[config.mk]
export PLATFORM = sky130hd
export DESIGN_NAME = fsm_ab_seq_driver_flat
export DESIGN_NICKNAME = d
export VERILOG_FILES = /design/src/rtl/fsm_ab_seq_driver_if.sv /design/src/rtl/fsm_ab_seq_driver.sv /design/src/flat_wrapper.sv
export SDC_FILE = /design/constraint.sdc
export NUM_CORES = 1
export LEC_CHECK = 0
export BUFFER_PORTS_ARGS = -buffer_cell sky130_fd_sc_hd__buf_2
export CAP_MARGIN = 20
export CORE_MARGIN = 1.5
export CORE_UTILIZATION = 45
export CTS_CLUSTER_DIAMETER = 50
export DETAILED_ROUTE_END_ITERATION = 16
export GPL_ROUTABILITY_DRIVEN = 1
export PLACE_DENSITY = 0.69
export SETUP_SLACK_MARGIN = 0.4
export SYNTH_ARGS = -nofsm -noshare
export SYNTH_HDL_FRONTEND = slang
export SYNTH_SLANG_ARGS = --single-unit
export TNS_END_PERCENT = 20
[constraint.sdc]
create_clock -name clk -period 2.7 [get_ports clk]
set_input_delay 0.54 -clock clk [delete_from_list [all_inputs] [get_ports clk]]
set_output_delay 0.54 -clock clk [all_outputs]
set_load 0.05 [all_outputs]
[src/rtl/fsm_ab_seq_driver_if.sv]
// Host/stimulus bundle for the (a,b)/(y0,y1) sequence driver.
// The slave modport is the driver itself; master is the host plus the FSM under test.
interface fsm_ab_seq_driver_if #(
    parameter int HOLD_W = 8,
    parameter int CNT_W  = 16
);
    logic              start;
    logic [15:0]       prog;
    logic [2:0]        len;
    logic [HOLD_W-1:0] hold;
    logic [CNT_W-1:0]  reps;
    logic              y0;
    logic              y1;
    logic              a;
    logic              b;
    logic              busy;
    logic              done;
    logic [CNT_W-1:0]  y0_cnt;
    logic [CNT_W-1:0]  y1_cnt;

    modport slave (
        input  start, prog, len, hold, reps, y0, y1,
        output a, b, busy, done, y0_cnt, y1_cnt
    );

    modport master (
        output start, prog, len, hold, reps, y0, y1,
        input  a, b, busy, done, y0_cnt, y1_cnt
    );
endinterface

[src/rtl/fsm_ab_seq_driver.sv]
// Plays up to 8 (a,b) steps with per-step hold and whole-sequence repeat,
// counting Moore (y1) and Mealy (y0) responses while driving.
module fsm_ab_seq_driver #(
    parameter int HOLD_W = 8,
    parameter int CNT_W  = 16
) (
    input  logic                clk,
    input  logic                reset,
    fsm_ab_seq_driver_if.slave  bus
);

    typedef enum logic [1:0] {IDLE, DRIVE, DONE} state_t;

    state_t            state_q;
    logic [15:0]       prog_q;
    logic [2:0]        len_q;
    logic [HOLD_W-1:0] hold_q;
    logic [CNT_W-1:0]  reps_q;
    logic [2:0]        step_q;
    logic [HOLD_W-1:0] hcnt_q;
    logic [CNT_W-1:0]  rep_q;
    logic              a_q;
    logic              b_q;
    logic              busy_q;
    logic              done_q;
    logic [CNT_W-1:0]  y0_cnt_q;
    logic [CNT_W-1:0]  y1_cnt_q;

    logic              stepEnd;
    logic              lastStep;
    logic              lastRep;
    logic              finish;
    logic [2:0]        step_d;
    logic [1:0]        stepBits_d;
    logic [CNT_W-1:0]  y0_cnt_d;
    logic [CNT_W-1:0]  y1_cnt_d;

    // Next step index and its stimulus bits, so a/b can be registered one cycle ahead.
    always_comb begin
        stepEnd    = (hcnt_q == hold_q);
        lastStep   = (step_q == len_q);
        lastRep    = (rep_q == reps_q);
        finish     = stepEnd && lastStep && lastRep;
        step_d     = step_q;
        if (stepEnd) begin
            step_d = lastStep ? 3'd0 : step_q + 3'd1;
        end
        stepBits_d = prog_q[{step_d, 1'b0} +: 2];
        y0_cnt_d   = (bus.y0 && (y0_cnt_q != '1)) ? y0_cnt_q + CNT_W'(1) : y0_cnt_q;
        y1_cnt_d   = (bus.y1 && (y1_cnt_q != '1)) ? y1_cnt_q + CNT_W'(1) : y1_cnt_q;
    end

    always_ff @(posedge clk or negedge reset) begin
        if (!reset) begin
            state_q  <= IDLE;
            prog_q   <= '0;
            len_q    <= '0;
            hold_q   <= '0;
            reps_q   <= '0;
            step_q   <= '0;
            hcnt_q   <= '0;
            rep_q    <= '0;
            a_q      <= 1'b0;
            b_q      <= 1'b0;
            busy_q   <= 1'b0;
            done_q   <= 1'b0;
            y0_cnt_q <= '0;
            y1_cnt_q <= '0;
        end else begin
            case (state_q)
                IDLE: begin
                    a_q    <= 1'b0;
                    b_q    <= 1'b0;
                    busy_q <= 1'b0;
                    done_q <= 1'b0;
                    if (bus.start) begin
                        prog_q   <= bus.prog;
                        len_q    <= bus.len;
                        hold_q   <= bus.hold;
                        reps_q   <= bus.reps;
                        step_q   <= '0;
                        hcnt_q   <= '0;
                        rep_q    <= '0;
                        y0_cnt_q <= '0;
                        y1_cnt_q <= '0;
                        a_q      <= bus.prog[1];
                        b_q      <= bus.prog[0];
                        busy_q   <= 1'b1;
                        state_q  <= DRIVE;
                    end
                end
                DRIVE: begin
                    y0_cnt_q <= y0_cnt_d;
                    y1_cnt_q <= y1_cnt_d;
                    if (!stepEnd) begin
                        hcnt_q <= hcnt_q + HOLD_W'(1);
                    end else begin
                        hcnt_q <= '0;
                        step_q <= step_d;
                        if (lastStep && !lastRep) begin
                            rep_q <= rep_q + CNT_W'(1);
                        end
                    end
                    if (finish) begin
                        a_q     <= 1'b0;
                        b_q     <= 1'b0;
                        done_q  <= 1'b1;
                        state_q <= DONE;
                    end else begin
                        a_q <= stepBits_d[1];
                        b_q <= stepBits_d[0];
                    end
                end
                DONE: begin
                    a_q     <= 1'b0;
                    b_q     <= 1'b0;
                    busy_q  <= 1'b0;
                    done_q  <= 1'b0;
                    state_q <= IDLE;
                end
                default: begin
                    state_q <= IDLE;
                end
            endcase
        end
    end

    assign bus.a      = a_q;
    assign bus.b      = b_q;
    assign bus.busy   = busy_q;
    assign bus.done   = done_q;
    assign bus.y0_cnt = y0_cnt_q;
    assign bus.y1_cnt = y1_cnt_q;

endmodule
[src/flat_wrapper.sv]
// flat-port wrapper written by rule: the top's interface ports become plain ports
module fsm_ab_seq_driver_flat 
#(
    parameter int HOLD_W = 8,
    parameter int CNT_W  = 16
)
  (clk, reset, bus_start, bus_prog, bus_len, bus_hold, bus_reps, bus_y0, bus_y1, bus_a, bus_b, bus_busy, bus_done, bus_y0_cnt, bus_y1_cnt);
  fsm_ab_seq_driver_if #(.HOLD_W(HOLD_W), .CNT_W(CNT_W)) bus_i ();
  input  logic clk;
  input  logic reset;
  input wire logic [$bits(bus_i.start)-1:0] bus_start;
  input wire logic [$bits(bus_i.prog)-1:0] bus_prog;
  input wire logic [$bits(bus_i.len)-1:0] bus_len;
  input wire logic [$bits(bus_i.hold)-1:0] bus_hold;
  input wire logic [$bits(bus_i.reps)-1:0] bus_reps;
  input wire logic [$bits(bus_i.y0)-1:0] bus_y0;
  input wire logic [$bits(bus_i.y1)-1:0] bus_y1;
  output wire logic [$bits(bus_i.a)-1:0] bus_a;
  output wire logic [$bits(bus_i.b)-1:0] bus_b;
  output wire logic [$bits(bus_i.busy)-1:0] bus_busy;
  output wire logic [$bits(bus_i.done)-1:0] bus_done;
  output wire logic [$bits(bus_i.y0_cnt)-1:0] bus_y0_cnt;
  output wire logic [$bits(bus_i.y1_cnt)-1:0] bus_y1_cnt;
  assign bus_i.start = bus_start;
  assign bus_i.prog = bus_prog;
  assign bus_i.len = bus_len;
  assign bus_i.hold = bus_hold;
  assign bus_i.reps = bus_reps;
  assign bus_i.y0 = bus_y0;
  assign bus_i.y1 = bus_y1;
  assign bus_a = bus_i.a;
  assign bus_b = bus_i.b;
  assign bus_busy = bus_i.busy;
  assign bus_done = bus_i.done;
  assign bus_y0_cnt = bus_i.y0_cnt;
  assign bus_y1_cnt = bus_i.y1_cnt;
  fsm_ab_seq_driver #(.HOLD_W(HOLD_W), .CNT_W(CNT_W)) u_core (.clk(clk), .reset(reset), .bus(bus_i));
endmodule
==> reports/metrics.yaml, run 1 <==
crit_fanout: 6
grt_pass1_wl_mm: 20.6
critPathLaunchType: "register"
yosysTopAreaCell: "dfrtp_1"
total_power_mw: 5.56
maxSlewViolCount: 0
place_ws_ns: 0.265
synth_top_area_share_pct: 48.9
timing.final.ws_setup_ns: 0.419
cts_root_buffer: "clkbuf_16"
post-route-util_pct: 54.7
drt_iter0_markers: 216
rows: 40
numCtsBuffers: 9
num_vias: 4262
syn_nets: 578
outcome: "completed"
tritoncts: "built"
fin_skew_ns: 0.00938
ant_nets: 0
avgSynthCellArea_um2: 10.6
drive_above_1_share_pct: 30.6
layout_commonest_cell: "dfrtp_1"
ctsHoldBuffers: 0
die_h_um: 114
irDropWorstVdd_mv: 0.599
ys.warnings.count: 0
hpwlAfterDp_mm: 8.45
area_delta_synth_final_pct: 18.8
core_area_um2: 12000
worstPathArrival_ns: 2.56
routedWlPerCell_um: 15.7
synth-async-reset-ratio_pct: 100
min_period_ns: 2.28
first_pass_iters: 4
rsz0062_at_grt: "yes"
final_cell_mix: "dfrtp_1 (101), buf_2 (82), nor2_1 (61)"
ys_seq_elements: 108
grt_pass1_vias: 4284
htree_levels: 3
routabilityCongestion: 0.854
post-route-period-util_pct: 84.5
final_nets: 673
via_per_inst: 5.55
crit_type: "reg -> reg"
p_leak_nw: 2.98
setup_viol: 0
worstSkewPairLatency_ns: 0.35
initial_core_util_pct: 46.0
grt_max_degree: 109
hp-class: "in -> async"
grt.overflow.total: 0
hold_viol: 0
synth_edf_count: 0
ys_top_cells_by_area: "dfrtp_1 (49%), mux2_2 (9.0%), xor2_1 (6.0%)"
worstMarginPinSlew_ns: 0.598
clockBufferDepth: 2
wl_mm: 12.0
numPortBuffers: 83
drc: 0
die_w_um: 114
relSlewSlack_pct: 60.1
fmax_mhz: 438
antenna_cells: 0
nFillCells: 1081
antenna_found_initial: 0
synth_area_um2: 5520
cp_data_required_time_ns: 2.98
synth_cell_types: 54
ios: 84
maxCapViolCount: 0
ys_seq_area_share_pct: 48.9
clkTransAtPathRegs_ns: 0.07
cts.sinks: 108
synth_cells: 521
synth_ff_type: "dfrtp_1"
end_kind: "register"
whs_ns: 0.212
power_per_cell_area_nw_per_um2: 847
seq_area_um2: 2710
die_area_um2: 12900
grt_use_total_pct: 20.0
fin_setup_tns_ns: 0
multi_input_area_um2: 2760
==> layer usage <==
metal	part of all wire, %	vias to the layer above	track usage [%]
li1	-	2039	-
met2	49	97	33.1
met3	3.8	26	4.94
met5	0	-	0
met1	45	2100	26.0
met4	2.1	0	6.33
==> worst max-delay path, stage by stage (launching register included) <==
cell	delay (ns)
dfrtp_2	0.44
xor2_2	0.19
nor4_4	0.33
buf_4	0.21
nand2_8	0.06
o31ai_4	0.28
nand3_2	0.16
or3_1	0.38
a21oi_1	0.15
==> timing repair <==
action,4_1_cts,5_1_grt
endpoints found under the setup margin,2,35
setup buffers,5,2
resized for setup,1,15
pin swaps,5,10
endpoints found under the hold margin,0,0
gates cloned,0,0
==> cells in the mapped netlist (11+ instances only) <==
cell        n
mux2_2     44
dfrtp_1   108
xor2_1     38
nor2_1     62
a21oi_1    18
inv_1      11
nand4_1    28
nand3_1    18
clkbuf_1   16
nand2_1    34
xnor2_1    27
o21ai_0    16
==> registers in the layout, indices dropped and copies added (netlist names) <==
name / count
u_core.len_q: 3
u_core.bus.done: 1
u_core.hold_q: 8
u_core.state_q: 2
u_core.reps_q: 16
u_core.prog_q: 16
u_core.bus.b: 1
u_core.bus.a: 1
u_core.bus.y1_cnt: 16
u_core.bus.busy: 1
u_core.bus.y0_cnt: 16
u_core.rep_q: 16
u_core.step_q: 3
u_core.hcnt_q: 8
==> layout make-up <==
| class | instances | share of cell area, % |
|---|---|---|
| clock buffers | 14 | 4.02 |
| clock inverters | 2 | 0.152 |
| inverters | 11 | 0.629 |
| multi-input cells | 383 | 42.1 |
| flip-flops and latches | 108 | 41.3 |
| well taps | 147 | 2.80 |
| repair buffers | 103 | 9.03 |
==> cells by family after synthesis <==
kind of cell	after synthesis	share of synthesized area, %
muxes	50	10.1
and+or+nand+nor	188	17.8
buffers and inverters	30	2.11
xor gates and xnor gates	65	10.3
DFF	108	48.9
AOI/OAI and AO/OA	71	8.77
adders and majority gates	9	2.04
==> worst paths after layout <==
check	from	end	slack (ns)	cells past startpoint
max in group asynchronous	reset	u_core.hcnt_q[4]	1.97	2
worst max-delay path	u_core.hcnt_q[1]	u_core.rep_q[12]	0.42	8
worst min register to register	u_core.bus.a	u_core.bus.a	0.51	2
worst max register to register	u_core.hcnt_q[1]	u_core.rep_q[12]	0.42	8
min in group clk	bus_reps[2]	u_core.reps_q[2]	0.41	2
worst min-delay path	reset	u_core.bus.y1_cnt[6]	0.21	2
==> where the power goes <==
part / internal [mW] / switching, mW / leakage [nW]
logic: 0.838 / 1.12 / 1.46
clock network: 0.675 / 0.568 / 0.137
registers: 2.04 / 0.325 / 1.39
==> metrics by stage <==
step / area [um^2] / cells
2_1_floorplan: 5530 / 521
3_3_place_gp: 6170 / 745
3_5_place_dp: 6170 / 745
4_1_cts: 6500 / 766
5_1_grt: 6570 / 768
6_report: 6570 / 768
(Power assumes the default switching activity.)
==> inputs of run 2 (changes only) <==
Clock period 2.7 ns to 2.1 ns, I/O delays scaled along.
==> run 2 against run 1 <==
The flow now finishes with violations (negative setup slack). Flip-flop and latch count is the same. First-iteration DRC count increased by 19%. Cell count grew 7.0%. Design area up 15%. Sequential share of layout area down 5.3 points.
==> reports/metrics.yaml, run 2 (synthesized netlist as in run 1, its figures left out) <==
power_per_cell_area_nw_per_um2: 1050
antenna_found_initial: 0
hpwlAfterDp_mm: 9.20
hp-class: "in -> reg"
grt_pass1_vias: 4471
final_nets: 728
ant_nets: 0
numCtsBuffers: 9
grt_max_degree: 47
cts.sinks: 108
die_h_um: 114
tritoncts: "built"
layout_commonest_cell: "dfrtp_1"
drt_iter0_markers: 256
critPathLaunchType: "register"
clkTransAtPathRegs_ns: 0.07
routabilityCongestion: 0.803
dr.max_layer_used: "met4"
netSwitchingFraction_pct: 37.1
min_period_ns: 2.13
r2r-end: "u_core.rep_q[8]"
wl_met1_mm: 5.76
antenna_cells: 0
area_delta_synth_final_pct: 37.0
p_switching_mw: 2.96
regToRegSetupSlack_ns: -0.03
worstMarginPinSlew_ns: 0.634
post-route-util_pct: 63.0
irDropWorstVdd_mv: 0.659
p_leak_nw: 3.36
met3_length_um: 741
cp_data_required_time_ns: 2.39
dp.cells: 772
die_area_um2: 12900
reg2reg_depth: 8
crit_type: "reg -> reg"
grt_use_total_pct: 21.3
violations: "negative setup slack"
grt_pass1_wl_mm: 21.7
hold_start: "bus_prog[11]"
setup_viol: 2
rows: 40
crit_fanout: 5
outcome: "complete, but fails checks"
clockBufferDepth: 2
hold_viol: 0
ios: 84
num_vias: 4568
total_power_mw: 7.98
p_int_mw: 5.02
relSlewSlack_pct: 57.6
drc: 0
cts_root_buffer: "clkbuf_16"
core_area_um2: 12000
end_kind: "register"
seq_power_share_pct: 37.9
rr_startpoint: "u_core.hcnt_q[7]"
initial_core_util_pct: 46.0
first_pass_iters: 5
post-route-period-util_pct: 102
wl_mm: 13.5
nFillCells: 934
p_comb_share_pct: 42.4
finalNonFillerCells: 822
worstSkewPairLatency_ns: 0.35
routedWlPerCell_um: 16.5
numPortBuffers: 83
maxCapViolCount: 0
rsz0062_at_grt: "yes"
drive_above_1_share_pct: 48.4
die_w_um: 114
fmax_mhz: 468
worstPathArrival_ns: 2.43
final_cell_mix: "dfrtp_1 (90), buf_2 (82), buf_4 (57)"
min_to: "u_core.prog_q[11]"
hold_depth: 2
grt.overflow.total: 0
route.met2.wl_mm: 6.66
maxSlewViolCount: 0
fin_skew_ns: 0.00739
via_per_inst: 5.56
pwr-share-clk_pct: 19.7
timing.final.ws_setup_ns: -0.0348
htree_levels: 3
## run 2: cell types whose count changed in the layout (fill, tap and decap cells not counted), sizes merged
cell	delta
buf	+54
dlygate4sd3	+1
clkbuf	-1
## run 2: metrics by stage
step | TNS [ns] | hold WS (ns) | setup WS [ns] | cell area (um^2)
global route | -0.852 | 0.288 | -0.141 | 7570
CTS | -0.0742 | 0.284 | -0.0344 | 7220
detailed placement | -0.117 | 0.336 | -0.0636 | 6580
global placement | 0 | 0.332 | 0.0145 | 6580
finish | -0.0531 | 0.297 | -0.0348 | 7570
floorplan | -0.106 | 0.124 | -0.0912 | 5760
## run 2: critical path, stage by stage, from the launching register on
cell and delay [ns]:
dfrtp_1 0.41, xor2_2 0.20, nor4_4 0.28, buf_6 0.16
nand2_4 0.07, o31ai_4 0.21, nand3_2 0.15, or4_4 0.50
nand2_2 0.08
## run 2: what timing repair did
item                                    4_1_cts  5_1_grt
endpoints found under the setup margin       90       91
setup buffers                                19       15
gates resized for setup                      52       51
hold endpoints to repair                     19        0
hold buffers                                  1        0
pin swaps                                    59       97
## run 2: how the worst max path moves through the flow
stage	from	to	slack [ns]	depth (start not counted)
finish	u_core.hcnt_q[7]	u_core.rep_q[8]	-0.03	8
global route	u_core.hcnt_q[7]	u_core.rep_q[8]	-0.14	8
CTS	u_core.hcnt_q[2]	u_core.bus.b	-0.03	10
detailed placement	u_core.hold_q[4]	u_core.bus.a	-0.06	8
global placement	u_core.hold_q[7]	u_core.bus.a	0.01	8
floorplan	u_core.hcnt_q[0]	u_core.bus.a	-0.09	7
## run 2: routing by layer
layer  up-vias  track usage [%]
met5         -                0
met4         0             9.25
met3        28             3.99
met2       147             34.7
met1      2236             27.8
li1       2157                -
## run 2: area by class of cell
cell class                 count  area (um^2)  share of cell area, %
multi-input combinational    383         3260                   43.0
tap                          147          184                   2.43
timing repair buffer         158         1090                   14.4
sequential                   108         2730                   36.0
clock buffer                  13          260                   3.44
inverter                      11         41.3                  0.546
clock inverter                 2         10.0                  0.132
## run 2: power groups by stage
| stage | clock (mW) | combinational (mW) | sequential, mW |
|---|---|---|---|
| final | 1.57 | 3.38 | 3.03 |
| after detailed placement | 0 | 2.80 | 3.06 |
| after global placement | 0 | 2.72 | 3.03 |
| after CTS | 1.62 | 3.10 | 3.02 |
| after global routing | 1.71 | 3.63 | 3.10 |
| after floorplan | 0 | 1.82 | 3.21 |
